[src/rtl/adbg_or1k_pkg.sv]
// Shared definitions for the OR1K debug command sequencer: opcodes, STATUS layout
// and sequencer state encoding.
package adbg_or1k_pkg;

  localparam int OPCODE_WIDTH = 4;
  localparam int REGSEL_WIDTH = 3;
  localparam int STATUS_WIDTH = 2;

  localparam logic [OPCODE_WIDTH-1:0] OP_NOP      = 4'h0;
  localparam logic [OPCODE_WIDTH-1:0] OP_BWRITE32 = 4'h3;
  localparam logic [OPCODE_WIDTH-1:0] OP_BREAD32  = 4'h7;
  localparam logic [OPCODE_WIDTH-1:0] OP_IREG_WR  = 4'h9;
  localparam logic [OPCODE_WIDTH-1:0] OP_IREG_SEL = 4'hD;

  localparam logic [REGSEL_WIDTH-1:0] IREG_STATUS = 3'd0;

  localparam int STATUS_STALL_BIT = 0;
  localparam int STATUS_RST_BIT   = 1;

  typedef enum logic [2:0] {
    IDLE,
    WFETCH,
    ACCESS,
    RDRET,
    DONE
  } or1k_seq_state_t;

  // Reserved opcodes and internal-register writes to anything but STATUS report an error.
  function automatic logic op_is_error(input logic [OPCODE_WIDTH-1:0] op,
                                       input logic [REGSEL_WIDTH-1:0] sel);
    case (op)
      OP_NOP, OP_BWRITE32, OP_BREAD32, OP_IREG_SEL: return 1'b0;
      OP_IREG_WR:                                   return sel != IREG_STATUS;
      default:                                      return 1'b1;
    endcase
  endfunction

endpackage

[src/rtl/adbg_or1k_cmd_sequencer_if.sv]
// Command, data-stream and CPU debug-port signals of the sequencer, bundled with
// modports for the sequencer (slave) and the JTAG/CPU environment (master).
interface adbg_or1k_cmd_sequencer_if
  import adbg_or1k_pkg::*;
#(
  parameter int ADDR_WIDTH = 32,
  parameter int DATA_WIDTH = 32,
  parameter int CNT_WIDTH  = 16
);
  logic                    cmd_valid_i;
  logic                    cmd_ready_o;
  logic [OPCODE_WIDTH-1:0] cmd_opcode_i;
  logic [ADDR_WIDTH-1:0]   cmd_addr_i;
  logic [CNT_WIDTH-1:0]    cmd_count_i;
  logic [REGSEL_WIDTH-1:0] cmd_regsel_i;
  logic [STATUS_WIDTH-1:0] cmd_regdat_i;

  logic                    wdat_valid_i;
  logic                    wdat_ready_o;
  logic [DATA_WIDTH-1:0]   wdat_i;
  logic                    rdat_valid_o;
  logic                    rdat_ready_i;
  logic [DATA_WIDTH-1:0]   rdat_o;

  logic                    cpu_stb_o;
  logic                    cpu_we_o;
  logic [ADDR_WIDTH-1:0]   cpu_addr_o;
  logic [DATA_WIDTH-1:0]   cpu_data_o;
  logic [DATA_WIDTH-1:0]   cpu_data_i;
  logic                    cpu_ack_i;
  logic                    cpu_bp_i;
  logic                    cpu_stall_o;
  logic                    cpu_rst_o;

  logic [STATUS_WIDTH-1:0] status_o;
  logic [REGSEL_WIDTH-1:0] regsel_o;
  logic                    busy_o;
  logic                    done_o;
  logic                    err_o;

  modport slave (
    input  cmd_valid_i, cmd_opcode_i, cmd_addr_i, cmd_count_i, cmd_regsel_i, cmd_regdat_i,
    input  wdat_valid_i, wdat_i, rdat_ready_i, cpu_data_i, cpu_ack_i, cpu_bp_i,
    output cmd_ready_o, wdat_ready_o, rdat_valid_o, rdat_o,
    output cpu_stb_o, cpu_we_o, cpu_addr_o, cpu_data_o, cpu_stall_o, cpu_rst_o,
    output status_o, regsel_o, busy_o, done_o, err_o
  );

  modport master (
    output cmd_valid_i, cmd_opcode_i, cmd_addr_i, cmd_count_i, cmd_regsel_i, cmd_regdat_i,
    output wdat_valid_i, wdat_i, rdat_ready_i, cpu_data_i, cpu_ack_i, cpu_bp_i,
    input  cmd_ready_o, wdat_ready_o, rdat_valid_o, rdat_o,
    input  cpu_stb_o, cpu_we_o, cpu_addr_o, cpu_data_o, cpu_stall_o, cpu_rst_o,
    input  status_o, regsel_o, busy_o, done_o, err_o
  );

endinterface

[src/rtl/adbg_or1k_status.sv]
// STATUS register (bit0 stall, bit1 reset) driving the CPU stall/reset lines.
// A breakpoint always sets the stall bit, overriding a same-cycle host write.
module adbg_or1k_status
  import adbg_or1k_pkg::*;
(
  input  logic                    cpu_clk_i,
  input  logic                    cpu_rstn_i,
  input  logic                    wr_en_i,
  input  logic [STATUS_WIDTH-1:0] wr_data_i,
  input  logic                    bp_i,
  output logic [STATUS_WIDTH-1:0] status_o,
  output logic                    stall_o,
  output logic                    rst_o
);
  logic [STATUS_WIDTH-1:0] status_d, status_q;

  always_comb begin
    status_d = status_q;
    if (wr_en_i) status_d = wr_data_i;
    if (bp_i)    status_d[STATUS_STALL_BIT] = 1'b1;
  end

  always_ff @(posedge cpu_clk_i or negedge cpu_rstn_i) begin
    if (!cpu_rstn_i) status_q <= '0;
    else             status_q <= status_d;
  end

  assign status_o = status_q;
  assign stall_o  = status_q[STATUS_STALL_BIT];
  assign rst_o    = status_q[STATUS_RST_BIT];

endmodule

[src/rtl/adbg_or1k_cmd_sequencer.sv]
// CPU-side OR1K debug command sequencer: accepts one command, runs 32-bit bursts
// on the CPU debug port and streams words to/from the JTAG side.
module adbg_or1k_cmd_sequencer
  import adbg_or1k_pkg::*;
#(
  parameter int ADDR_WIDTH = 32,
  parameter int DATA_WIDTH = 32,
  parameter int CNT_WIDTH  = 16,
  parameter int ADDR_INC   = 4
) (
  input logic                      cpu_clk_i,
  input logic                      cpu_rstn_i,
  adbg_or1k_cmd_sequencer_if.slave bus
);
  or1k_seq_state_t         state_q, state_d;
  logic [ADDR_WIDTH-1:0]   addr_q, addr_d;
  logic [CNT_WIDTH-1:0]    remain_q, remain_d;
  logic                    is_read_q, is_read_d;
  logic                    err_q, err_d;
  logic [DATA_WIDTH-1:0]   wdata_q, wdata_d;
  logic [DATA_WIDTH-1:0]   rdata_q, rdata_d;
  logic [REGSEL_WIDTH-1:0] regsel_q, regsel_d;

  logic                    cmd_accept;
  logic                    status_wr_en;
  logic [STATUS_WIDTH-1:0] status;
  logic                    stall;
  logic                    cpu_rst;

  assign cmd_accept   = (state_q == IDLE) && bus.cmd_valid_i;
  assign status_wr_en = cmd_accept && (bus.cmd_opcode_i == OP_IREG_WR)
                        && (bus.cmd_regsel_i == IREG_STATUS);

  // NOTE: every variable takes its registered value first, so no branch can leave one unassigned and infer a latch.
  always_comb begin
    state_d   = state_q;
    addr_d    = addr_q;
    remain_d  = remain_q;
    is_read_d = is_read_q;
    err_d     = err_q;
    wdata_d   = wdata_q;
    rdata_d   = rdata_q;
    regsel_d  = regsel_q;

    case (state_q)
      IDLE: begin
        if (cmd_accept) begin
          addr_d    = bus.cmd_addr_i;
          remain_d  = bus.cmd_count_i;
          is_read_d = (bus.cmd_opcode_i == OP_BREAD32);
          err_d     = op_is_error(bus.cmd_opcode_i, bus.cmd_regsel_i);
          state_d   = DONE;
          case (bus.cmd_opcode_i)
            OP_BWRITE32: if (bus.cmd_count_i != '0) state_d = WFETCH;
            OP_BREAD32:  if (bus.cmd_count_i != '0) state_d = ACCESS;
            OP_IREG_WR, OP_IREG_SEL: regsel_d = bus.cmd_regsel_i;
            default: ;
          endcase
        end
      end

      WFETCH: begin
        if (bus.wdat_valid_i) begin
          wdata_d = bus.wdat_i;
          state_d = ACCESS;
        end
      end

      // The strobe is never retracted; address, direction and data hold until ack.
      ACCESS: begin
        if (bus.cpu_ack_i) begin
          addr_d   = addr_q + ADDR_WIDTH'(ADDR_INC);
          remain_d = remain_q - CNT_WIDTH'(1);
          if (is_read_q) begin
            rdata_d = bus.cpu_data_i;
            state_d = RDRET;
          end else begin
            state_d = (remain_q == CNT_WIDTH'(1)) ? DONE : WFETCH;
          end
        end
      end

      RDRET: begin
        if (bus.rdat_ready_i) state_d = (remain_q == '0) ? DONE : ACCESS;
      end

      DONE: begin
        err_d   = 1'b0;
        state_d = IDLE;
      end

      default: state_d = IDLE;
    endcase
  end

  // NOTE: sequential state uses non-blocking assignments so every flop samples pre-edge values.
  always_ff @(posedge cpu_clk_i or negedge cpu_rstn_i) begin
    if (!cpu_rstn_i) begin
      state_q   <= IDLE;
      addr_q    <= '0;
      remain_q  <= '0;
      is_read_q <= 1'b0;
      err_q     <= 1'b0;
      wdata_q   <= '0;
      rdata_q   <= '0;
      regsel_q  <= '0;
    end else begin
      state_q   <= state_d;
      addr_q    <= addr_d;
      remain_q  <= remain_d;
      is_read_q <= is_read_d;
      err_q     <= err_d;
      wdata_q   <= wdata_d;
      rdata_q   <= rdata_d;
      regsel_q  <= regsel_d;
    end
  end

  adbg_or1k_status u_status (
    .cpu_clk_i  (cpu_clk_i),
    .cpu_rstn_i (cpu_rstn_i),
    .wr_en_i    (status_wr_en),
    .wr_data_i  (bus.cmd_regdat_i),
    .bp_i       (bus.cpu_bp_i),
    .status_o   (status),
    .stall_o    (stall),
    .rst_o      (cpu_rst)
  );

  assign bus.cmd_ready_o  = (state_q == IDLE);
  assign bus.busy_o       = (state_q != IDLE);
  assign bus.done_o       = (state_q == DONE);
  assign bus.err_o        = (state_q == DONE) && err_q;
  assign bus.wdat_ready_o = (state_q == WFETCH);
  assign bus.rdat_valid_o = (state_q == RDRET);
  assign bus.rdat_o       = rdata_q;
  assign bus.cpu_stb_o    = (state_q == ACCESS);
  assign bus.cpu_we_o     = (state_q == ACCESS) && !is_read_q;
  assign bus.cpu_addr_o   = addr_q;
  assign bus.cpu_data_o   = wdata_q;
  assign bus.status_o     = status;
  assign bus.cpu_stall_o  = stall;
  assign bus.cpu_rst_o    = cpu_rst;
  assign bus.regsel_o     = regsel_q;

endmodule

[src/flat_wrapper.sv]
// flat-port wrapper written by rule: the top's interface ports become plain ports
module adbg_or1k_cmd_sequencer_flat import adbg_or1k_pkg::*;
#(
  parameter int ADDR_WIDTH = 32,
  parameter int DATA_WIDTH = 32,
  parameter int CNT_WIDTH  = 16,
  parameter int ADDR_INC   = 4
)
  (cpu_clk_i, cpu_rstn_i, bus_cmd_valid_i, bus_cmd_opcode_i, bus_cmd_addr_i, bus_cmd_count_i, bus_cmd_regsel_i, bus_cmd_regdat_i, bus_wdat_valid_i, bus_wdat_i, bus_rdat_ready_i, bus_cpu_data_i, bus_cpu_ack_i, bus_cpu_bp_i, bus_cmd_ready_o, bus_wdat_ready_o, bus_rdat_valid_o, bus_rdat_o, bus_cpu_stb_o, bus_cpu_we_o, bus_cpu_addr_o, bus_cpu_data_o, bus_cpu_stall_o, bus_cpu_rst_o, bus_status_o, bus_regsel_o, bus_busy_o, bus_done_o, bus_err_o);
  adbg_or1k_cmd_sequencer_if #(.ADDR_WIDTH(ADDR_WIDTH), .DATA_WIDTH(DATA_WIDTH), .CNT_WIDTH(CNT_WIDTH)) bus_i ();
  input logic cpu_clk_i;
  input logic cpu_rstn_i;
  input wire logic [$bits(bus_i.cmd_valid_i)-1:0] bus_cmd_valid_i;
  input wire logic [$bits(bus_i.cmd_opcode_i)-1:0] bus_cmd_opcode_i;
  input wire logic [$bits(bus_i.cmd_addr_i)-1:0] bus_cmd_addr_i;
  input wire logic [$bits(bus_i.cmd_count_i)-1:0] bus_cmd_count_i;
  input wire logic [$bits(bus_i.cmd_regsel_i)-1:0] bus_cmd_regsel_i;
  input wire logic [$bits(bus_i.cmd_regdat_i)-1:0] bus_cmd_regdat_i;
  input wire logic [$bits(bus_i.wdat_valid_i)-1:0] bus_wdat_valid_i;
  input wire logic [$bits(bus_i.wdat_i)-1:0] bus_wdat_i;
  input wire logic [$bits(bus_i.rdat_ready_i)-1:0] bus_rdat_ready_i;
  input wire logic [$bits(bus_i.cpu_data_i)-1:0] bus_cpu_data_i;
  input wire logic [$bits(bus_i.cpu_ack_i)-1:0] bus_cpu_ack_i;
  input wire logic [$bits(bus_i.cpu_bp_i)-1:0] bus_cpu_bp_i;
  output wire logic [$bits(bus_i.cmd_ready_o)-1:0] bus_cmd_ready_o;
  output wire logic [$bits(bus_i.wdat_ready_o)-1:0] bus_wdat_ready_o;
  output wire logic [$bits(bus_i.rdat_valid_o)-1:0] bus_rdat_valid_o;
  output wire logic [$bits(bus_i.rdat_o)-1:0] bus_rdat_o;
  output wire logic [$bits(bus_i.cpu_stb_o)-1:0] bus_cpu_stb_o;
  output wire logic [$bits(bus_i.cpu_we_o)-1:0] bus_cpu_we_o;
  output wire logic [$bits(bus_i.cpu_addr_o)-1:0] bus_cpu_addr_o;
  output wire logic [$bits(bus_i.cpu_data_o)-1:0] bus_cpu_data_o;
  output wire logic [$bits(bus_i.cpu_stall_o)-1:0] bus_cpu_stall_o;
  output wire logic [$bits(bus_i.cpu_rst_o)-1:0] bus_cpu_rst_o;
  output wire logic [$bits(bus_i.status_o)-1:0] bus_status_o;
  output wire logic [$bits(bus_i.regsel_o)-1:0] bus_regsel_o;
  output wire logic [$bits(bus_i.busy_o)-1:0] bus_busy_o;
  output wire logic [$bits(bus_i.done_o)-1:0] bus_done_o;
  output wire logic [$bits(bus_i.err_o)-1:0] bus_err_o;
  assign bus_i.cmd_valid_i = bus_cmd_valid_i;
  assign bus_i.cmd_opcode_i = bus_cmd_opcode_i;
  assign bus_i.cmd_addr_i = bus_cmd_addr_i;
  assign bus_i.cmd_count_i = bus_cmd_count_i;
  assign bus_i.cmd_regsel_i = bus_cmd_regsel_i;
  assign bus_i.cmd_regdat_i = bus_cmd_regdat_i;
  assign bus_i.wdat_valid_i = bus_wdat_valid_i;
  assign bus_i.wdat_i = bus_wdat_i;
  assign bus_i.rdat_ready_i = bus_rdat_ready_i;
  assign bus_i.cpu_data_i = bus_cpu_data_i;
  assign bus_i.cpu_ack_i = bus_cpu_ack_i;
  assign bus_i.cpu_bp_i = bus_cpu_bp_i;
  assign bus_cmd_ready_o = bus_i.cmd_ready_o;
  assign bus_wdat_ready_o = bus_i.wdat_ready_o;
  assign bus_rdat_valid_o = bus_i.rdat_valid_o;
  assign bus_rdat_o = bus_i.rdat_o;
  assign bus_cpu_stb_o = bus_i.cpu_stb_o;
  assign bus_cpu_we_o = bus_i.cpu_we_o;
  assign bus_cpu_addr_o = bus_i.cpu_addr_o;
  assign bus_cpu_data_o = bus_i.cpu_data_o;
  assign bus_cpu_stall_o = bus_i.cpu_stall_o;
  assign bus_cpu_rst_o = bus_i.cpu_rst_o;
  assign bus_status_o = bus_i.status_o;
  assign bus_regsel_o = bus_i.regsel_o;
  assign bus_busy_o = bus_i.busy_o;
  assign bus_done_o = bus_i.done_o;
  assign bus_err_o = bus_i.err_o;
  adbg_or1k_cmd_sequencer #(.ADDR_WIDTH(ADDR_WIDTH), .DATA_WIDTH(DATA_WIDTH), .CNT_WIDTH(CNT_WIDTH), .ADDR_INC(ADDR_INC)) u_core (.cpu_clk_i(cpu_clk_i), .cpu_rstn_i(cpu_rstn_i), .bus(bus_i));
endmodule
[config.mk]
export PLATFORM = sky130hd
export DESIGN_NAME = adbg_or1k_cmd_sequencer_flat
export DESIGN_NICKNAME = d
export VERILOG_FILES = /design/src/rtl/adbg_or1k_pkg.sv /design/src/rtl/adbg_or1k_cmd_sequencer_if.sv /design/src/rtl/adbg_or1k_status.sv /design/src/rtl/adbg_or1k_cmd_sequencer.sv /design/src/flat_wrapper.sv
export SDC_FILE = /design/constraint.sdc
export NUM_CORES = 1
export LEC_CHECK = 0
export CAP_MARGIN = 5
export CORE_MARGIN = 3
export CORE_UTILIZATION = 31
export CTS_BUF_LIST = sky130_fd_sc_hd__clkbuf_16
export DETAILED_ROUTE_END_ITERATION = 8
export REMOVE_ABC_BUFFERS = 1
export SYNTH_ARGS = -nofsm -noshare
export SYNTH_HDL_FRONTEND = slang
export SYNTH_HIERARCHICAL = 1
export SYNTH_SLANG_ARGS = --single-unit
[constraint.sdc]
create_clock -name cpu_clk_i -period 1.7 [get_ports cpu_clk_i]
set_input_delay 0.17 -clock cpu_clk_i [delete_from_list [all_inputs] [get_ports cpu_clk_i]]
set_output_delay 0.17 -clock cpu_clk_i [all_outputs]
set_load 0.02 [all_outputs]
==> impl_metrics.json <==
{
  "swShare_pct": 39.4,
  "cts.htree.levels": 4,
  "critical-path-slowest-cell": "or4_4",
  "grt_pass1_vias": 6299,
  "grt_max_degree": 67,
  "synthTopCellsByArea": "dfrtp_1, mux2_2, a21oi_1",
  "cp.arrival_ps": 2160,
  "dp_hpwl_um": 15500,
  "violations": "negative setup slack",
  "clock-skew-final_ps": 9.22,
  "multi_input_area_mm2": 0.00334,
  "die_h_um": 146,
  "drive_gt1_share_pct": 37.9,
  "drt_drc_violations_left": 0,
  "cp.required_ps": 1990,
  "grt_first_pass_wirelength_um": 34300,
  "internal_power_uw": 11200,
  "tritoncts": "done",
  "yosysTopAreaCell": "dfrtp_1",
  "rows": 50,
  "async_flop_share_pct": 100,
  "setup_slack_ps": -173,
  "outcome": "finished with violations",
  "place_congestion": 0.870,
  "io_buffer_count": 238,
  "worst_pin_slew_ps": 450,
  "diodes": 0,
  "drt-pass1-iter-count": 5,
  "core-area_mm2": 0.0190,
  "io_pins": 239,
  "dpl-instance-area_mm2": 0.00954,
  "ys_warn_count": 6,
  "wl_per_cell_um": 18.5,
  "root_buffer": "clkbuf_16",
  "period_minus_slack_ps": 1870,
  "synth_cell_types": 58,
  "postRouteAntennaNets": 0,
  "seq_power_share_pct": 27.4,
  "fin_crit_sh_pct": 110,
  "hold_violations": 0,
  "ir_drop_uv": 901,
  "cp_max_fo": 2,
  "initial_utilization_pct": 31.9,
  "slew_headroom_pct": 69.8,
  "crit_chain": "or4_4 > nor3_4 > and3_4 > a31oi_1 > or3_1",
  "yosysTopAreaCellShare_pct": 50.4,
  "cts_buffer_depth": 2,
  "rsz0062_at_grt": "true",
  "viasPerCell": 5.14,
  "area_growth_pct": 86.1,
  "hold_path_class": "input pin to asynchronous set/reset pin",
  "synth_area_mm2": 0.00605,
  "syn_inst": 582,
  "pwr-share-comb_pct": 54.6,
  "setup_viol": 22,
  "synth_flop_cell": "dfrtp_1",
  "path_clk_slew_ps": 60,
  "cap_violations": 0,
  "insertion_delay_ps": 420,
  "cts_buffers": 17,
  "dieArea_mm2": 0.0212,
  "avgSynthCellArea_um2": 10.4,
  "crit_path_end_kind": "flop",
  "fill_cells": 1548,
  "fin_area_mm2": 0.0113,
  "fin_tns_setup_ps": -1660,
  "critical-path-max-stage-delay_ps": 570,
  "num-nets-final": 1101,
  "overflow": 0,
  "regArea_mm2": 0.00306,
  "finalWirelength_um": 23000,
  "post-route-util_pct": 59.5,
  "antenna_found_initial": 1,
  "die_w_um": 146,
  "power.leakage_uw": 0.00486,
  "synth-edff-count": 0,
  "max_freq_ghz": 0.534,
  "grt_util_all_layers_pct": 19.8,
  "cts_sinks": 122,
  "yosysSeqAreaShare_pct": 50.4,
  "drt-initial-drc-count": 277,
  "slew_violations": 0,
  "p_sw_uw": 7250,
  "vias": 6383,
  "ys_ff_latch": 122,
  "start_kind": "flop",
  "p_clk_share_pct": 18.0,
  "worstSetupPathType": "flop to flop",
  "power.density_mw_per_mm2": 1630
}
==> per-stage QoR <==
step | std cells | hold WS [ps] | power (µW) | worst slack (ps)
final | 1242 | 137 | 18400 | -173
after detailed placement | 1161 | -0.105 | 13600 | -248
after CTS | 1210 | 116 | 17300 | -166
after global routing | 1242 | 136 | 19400 | -239
after global placement | 1161 | -0.943 | 13400 | -181
after floorplan | 546 | -126 | 8850 | -1230
==> cell usage after synthesis, drive strengths merged (9+ instances only) <==
cell type	instances
a21oi	52
nand3	22
a2bb2oi	9
clkbuf	16
nor3	18
nor2	36
buf	20
nand4	11
nand2	48
inv	12
nor4	11
o21ai	35
dfrtp	122
o22ai	16
mux2	68
==> final timing paths <==
path | from | end | slack (ps) | cells after the start
max in group asynchronous | cpu_rstn_i | u_core/bus.cpu_data_o[4] | 1000 | 3
worst min register to register | u_core/bus.cpu_addr_o[0] | u_core/bus.cpu_addr_o[0] | 470 | 2
min in group cpu_clk_i | bus_cmd_addr_i[1] | u_core/bus.cpu_addr_o[1] | 300 | 3
worst max-delay path | u_core/remain_q[9] | u_core/state_q[0] | -170 | 5
worst max register to register | u_core/remain_q[9] | u_core/state_q[0] | -170 | 5
worst min-delay path | cpu_rstn_i | u_core/bus.regsel_o[2] | 140 | 2
==> area by class of cell <==
class,instances,share of cell area [%]
Timing Repair Buffer,404,35.0
Tap cell,260,2.89
Clock buffer,17,3.77
Multi-Input combinational cell,412,29.7
Sequential cell,122,27.1
Inverter,12,0.511
Clock inverter,15,1.02
==> flip-flops by register name, indices dropped and copies added (netlist names) <==
| name | flops |
|---|---|
| u_core/bus.rdat_o | 32 |
| u_core/remain_q | 16 |
| u_core/err_q | 1 |
| u_core/u_status/status_o | 2 |
| u_core/bus.regsel_o | 3 |
| u_core/bus.cpu_addr_o | 32 |
| u_core/state_q | 3 |
| u_core/is_read_q | 1 |
| u_core/bus.cpu_data_o | 32 |
==> critical path, delay by kind of cell (launching register included) <==
kind / cells / cell delay, ps
and+or+nand+nor: 4 / 1280
DFF: 1 / 390
AOI/OAI and AO/OA: 1 / 80
==> layer usage <==
| layer | up-vias | share of wire [%] | track usage [%] |
|---|---|---|---|
| li1 | 2942 | - | - |
| met1 | 3139 | 39 | 23.4 |
| met2 | 262 | 53 | 35.8 |
| met3 | 38 | 5.6 | 4.67 |
| met4 | 2 | 2.0 | 5.89 |
| met5 | - | 0.056 | 0 |
==> what timing repair did <==
action / 4_1_cts / 5_1_grt
hold buffers: 1 / 0
pin swaps: 24 / 41
setup buffers: 15 / 28
gates cloned: 2 / 5
endpoints found under the hold margin: 122 / 0
gates resized for setup: 114 / 126
setup endpoints to repair: 96 / 121
==> kinds of logic (layout without fill, tap and decap cells) <==
family,after synthesis,after routing,share of synthesized area [%]
buf+inv,48,448,3.41
xor+xnor,1,1,0.145
flops,122,122,50.4
compound gates,154,154,15.7
fa+ha+maj,4,4,0.827
mux,72,72,13.3
simple gates,181,181,16.2
==> layout by cell type (no fill, tap or decap), drive strengths merged, types with 5 or more instances in the layout <==
master,count
nor2,36
buf,169
and3,8
nand3,22
a21oi,52
nand4,11
mux2,68
clkbuf,21
dlymetal6s2s,7
clkinv,8
nor3,18
a2bb2oi,9
dlygate4sd2,19
inv,17
nand2,48
a31oi,8
nor4,11
or4,5
clkdlybuf4s50,203
dfrtp,122
o22ai,16
o21ai,35
==> power by group through the flow <==
stage	Combinational [µW]	Sequential, µW	Clock [µW]
final	10000	5050	3310
after global routing	10600	5210	3520
after CTS	8980	4980	3380
after detailed placement	8670	4970	0
after global placement	8520	4920	0
after floorplan	2510	6340	0
Note: power is estimated with default switching activity, not from simulation.
